### config.mk
export PLATFORM = sky130hd
export DESIGN_NAME = regfile_wr_arbiter
export DESIGN_NICKNAME = d
export VERILOG_FILES = /design/src/rtl/regfile_wr_arbiter.sv
export SDC_FILE = /design/constraint.sdc
export NUM_CORES = 1
export LEC_CHECK = 0
export BUFFER_PORTS_ARGS = -buffer_cell sky130_fd_sc_hd__buf_2
export CORE_ASPECT_RATIO = 1.1
export CORE_MARGIN = 10
export CORE_UTILIZATION = 40
export DETAILED_ROUTE_END_ITERATION = 8
export GPL_ROUTABILITY_DRIVEN = 0
export PLACE_DENSITY = 0.83
export SLEW_MARGIN = 30
export SYNTH_ARGS = -nofsm -noshare
export SYNTH_HDL_FRONTEND = slang
export SYNTH_SLANG_ARGS = --single-unit
### constraint.sdc
create_clock -name clk -period 3 [get_ports clk]
set_input_delay 0.15 -clock clk [delete_from_list [all_inputs] [get_ports clk]]
set_output_delay 0.15 -clock clk [all_outputs]
set_load 0.02 [all_outputs]
### src/rtl/regfile_wr_arbiter.sv
// regfile_wr_arbiter: round-robin write-port arbiter that registers one-hot row enables and data for the register array
// Ports: clk, reset (async, active-high); req_valid/req_addr/req_data in, req_ready out (one-hot-or-zero grant);
//        stall blocks all grants; wr_valid/wr_addr/wr_data/wr_en registered write to the array; last_grant registered winner.
// Macro WR_ARB_ZERO_REG_EN: writes to address 31 are accepted but never enable a row.
module regfile_wr_arbiter #(
    parameter int NREQ   = 2,
    parameter int DATA_W = 64,
    parameter int NREGS  = 32
) (
    input  logic                     clk,
    input  logic                     reset,
    input  logic [NREQ-1:0]          req_valid,
    input  logic [NREQ*5-1:0]        req_addr,
    input  logic [NREQ*DATA_W-1:0]   req_data,
    output logic [NREQ-1:0]          req_ready,
    input  logic                     stall,
    output logic                     wr_valid,
    output logic [4:0]               wr_addr,
    output logic [DATA_W-1:0]        wr_data,
    output logic [NREGS-1:0]         wr_en,
    output logic [NREQ-1:0]          last_grant
);
    localparam int PW = $clog2(NREQ);
    logic [PW-1:0]    rr_ptr;
    logic [PW-1:0]    win;
    logic [PW-1:0]    idx;
    logic             found;
    logic [4:0]       sel_addr;
    logic [NREGS-1:0] sel_en;
    // Scan from the requester after the last winner; first valid one wins.
    always_comb begin
        req_ready = '0;
        win = '0;
        idx = '0;
        found = 1'b0;
        for (int k = 1; k <= NREQ; k++) begin
            idx = PW'((int'(rr_ptr) + k) % NREQ);
            if (!stall && !found && req_valid[idx]) begin
                req_ready[idx] = 1'b1;
                win = idx;
                found = 1'b1;
            end
        end
    end
    assign sel_addr = req_addr[5*win +: 5];
`ifdef WR_ARB_ZERO_REG_EN
    assign sel_en = (int'(sel_addr) < NREGS && sel_addr != 5'd31) ? NREGS'(1) << sel_addr : '0;
`else
    assign sel_en = (int'(sel_addr) < NREGS) ? NREGS'(1) << sel_addr : '0;
`endif
    always_ff @(posedge clk or posedge reset) begin
        if (reset) begin
            rr_ptr     <= PW'(NREQ - 1);
            wr_valid   <= 1'b0;
            wr_addr    <= '0;
            wr_data    <= '0;
            wr_en      <= '0;
            last_grant <= '0;
        end else if (found) begin
            rr_ptr     <= win;
            wr_valid   <= 1'b1;
            wr_addr    <= sel_addr;
            wr_data    <= req_data[DATA_W*win +: DATA_W];
            wr_en      <= sel_en;
            last_grant <= req_ready;
        end else begin
            wr_valid   <= 1'b0;
            wr_en      <= '0;
        end
    end
endmodule

==> results.ini <==
[run_status]
outcome=finished, violations left
violations=hold timing

[clock_network]
htreeDepth=3
insertion_delay_ps=340
cts_buffers=9
cts_tree=yes
post_cts_buffers=0
root_buffer=clkbuf_16
max-clock-path-buffers=2
clock_sinks=105
path_clk_slew_ps=70

[finish]
drive_above_1_share_pct=42.0
fin_area_um2=6190
nets=804
final_util_pct=57.0
final_cells=816
syn_to_final_growth_pct=40.8

[power]
p_comb_share_pct=22.0
seq_power_share_pct=44.3
switchingPower_mw=1.10
clkPwrFrac_pct=33.7
ir_drop_uv=285
powerDensity_nw_per_um2=598
p_int_mw=2.60
swShare_pct=29.8
p_total_mw=3.70
leakagePower_nw=3.27

[sta]
rsz0062_at_grt=no
setup_tns_ps=0
timing.fmax_ghz=0.430
worst_slew_pin_slew_ps=887
period_share_pct=77.5
period_minus_slack_ps=2320
setup_viol=0
skew_ps=4.77
drv_slew=0
final_hold_viol_count=12
slew-limit-headroom_pct=40.9
whs_ps=-6.46

[setup_path]
r2r_start=rr_ptr
cp.required_ps=2850
end_kind=output port
worst_setup_path_start_kind=flip-flop
worstSetupPathType=reg -> out
r2r_cells=5
critical_path_buf_inv_count=1
path_cells=nand2b_1 > and3_1 > buf_2
startpoint=rr_ptr
critPathTopFamily=simple AND/OR/NAND/NOR gates
cp.arrival_ps=2170
critPathSlowestCell=and3_1
cp.depth=3
cpPeakStageDelay_ps=770
path_max_fanout=22

[routing]
firstDrtPassIters=4
drc=0
antenna_left=0
via_per_inst=5.01
routedWlPerCell_um=17.6
drtIter0Drc=217
drt-total-wl_mm=14.4
vias=4090

[floorplanning]
die_area_um2=15600
initial_core_util_pct=40.5
die_w_um=120
core_um2=10900
die_y_um=130
rows=40
ios=249

[grt]
grt_pass1_wl_mm=22.3
antenna_found_initial=4
grt-ovfl-total=0
grt_max_degree=97
grt_use_total_pct=17.6
grt_pass1_vias=4477

[yosys]
ys_ff_latch=105
syn-num-nets=556
synth_common_cells=104 x dfrtp_1, 98 x nand2_1, 41 x o21ai_0
async_reset_ff_share_pct=100
synth.largest_area_cell=dfrtp_1
yosys_warnings=0
syn_area_um2=4400
synth_ff_type=dfrtp_1
synth.most_common_cell=dfrtp_1
synth-edff-count=0
ys_top_cells_by_area=dfrtp_1 59%, mux2i_1 9.1%, nand2_1 8.4%
syn_avg_cell_area_um2=10.6
synth_top_area_share_pct=59.2
synth_cell_types=33
synthCells=413
ys_seq_area_share_pct=59.8

[placement]
dpl.cell_count=788
placed_area_um2=5780
io_buffer_count=248
dpl.hpwl_mm=11.0

[job]
cap_viol_max_count=0

[worst_hold_path]
worstHoldPathType=in -> async

==> logic make-up (layout without fill, tap and decap cells) <==
logic type / after synthesis / in the layout / synth area share (%)
muxes: 42 / 42 / 9.62
DFF: 105 / 105 / 59.8
other: 0 / 3 / 0
buffers and inverters: 32 / 285 / 3.22
and+or+nand+nor: 142 / 142 / 14.0
AOI/OAI and AO/OA: 92 / 92 / 13.3
==> final timing paths <==
kind | end | slack [ps]
max | req_ready[0] | 680
min reg2reg | last_grant[1] | 470
min in group clk | wr_data[3] | 10
max in group asynchronous | last_grant[1] | 2350
min | wr_addr[0] | -6
max reg2reg | wr_data[21] | 930
==> sequential cells by signal (all words and copies together), names as in the netlist <==
signal      count
wr_en          32
last_grant      2
wr_data        64
wr_valid        1
rr_ptr          1
wr_addr         5
==> area by class of cell <==
| cell class | count | area (µm²) |
|---|---|---|
| diodes | 3 | 7.51 |
| clock buffers | 10 | 229 |
| clock inverters | 6 | 90.1 |
| fillers | 918 | 4670 |
| inverters | 3 | 16.3 |
| multi-input cells | 276 | 1640 |
| flip-flops and latches | 105 | 2630 |
| well taps | 147 | 184 |
| repair buffers | 266 | 1400 |
==> routing by layer <==
layer	GRT usage [%]	vias up	routed length, µm
met4	8.03	2	312
met5	0	-	7
met3	6.40	30	1230
met1	18.9	1921	5510
met2	30.7	194	7300
li1	-	1943	-
==> per-stage QoR <==
step	hold slack, ps	worst slack (ps)
4_1_cts	0.521	674
6_report	-6.46	675
2_1_floorplan	223	91.1
3_5_place_dp	347	945
3_3_place_gp	346	1090
5_1_grt	15.1	563
==> layout by cell type (no fill, tap or decap), types with 2 or more instances in the layout <==
cell,synthesis,routed
bufinv_16,0,2
buf_4,0,9
inv_6,0,3
a22oi_1,28,28
nand2_1,98,98
a21o_1,2,2
and3_1,5,5
nor2_1,2,2
a21oi_1,5,5
clkbuf_16,0,9
dlygate4sd3_1,0,9
mux2_2,2,2
o21ai_0,41,41
o211ai_1,6,6
buf_2,11,248
dfrtp_1,104,104
diode_2,0,3
nand2b_1,3,3
nor4b_1,2,2
mux2i_1,40,40
inv_1,3,2
nor3_1,29,29
==> what timing repair did <==
item                                   4_1_cts  5_1_grt
setup endpoints to repair                    0        0
resized for setup                            0        0
endpoints found under the hold margin        9        0
hold buffers                                 9        0
==> power groups by stage <==
| stage | Clock, mW | Combinational [mW] | Sequential, mW |
|---|---|---|---|
| 2_1_floorplan | 0 | 0.284 | 1.85 |
| 3_3_place_gp | 0 | 0.788 | 1.66 |
| 3_5_place_dp | 0 | 0.816 | 1.67 |
| 4_1_cts | 1.28 | 0.827 | 1.64 |
| 5_1_grt | 1.34 | 0.895 | 1.66 |
| 6_report | 1.25 | 0.816 | 1.64 |
Note: power is estimated with default switching activity, not from simulation.
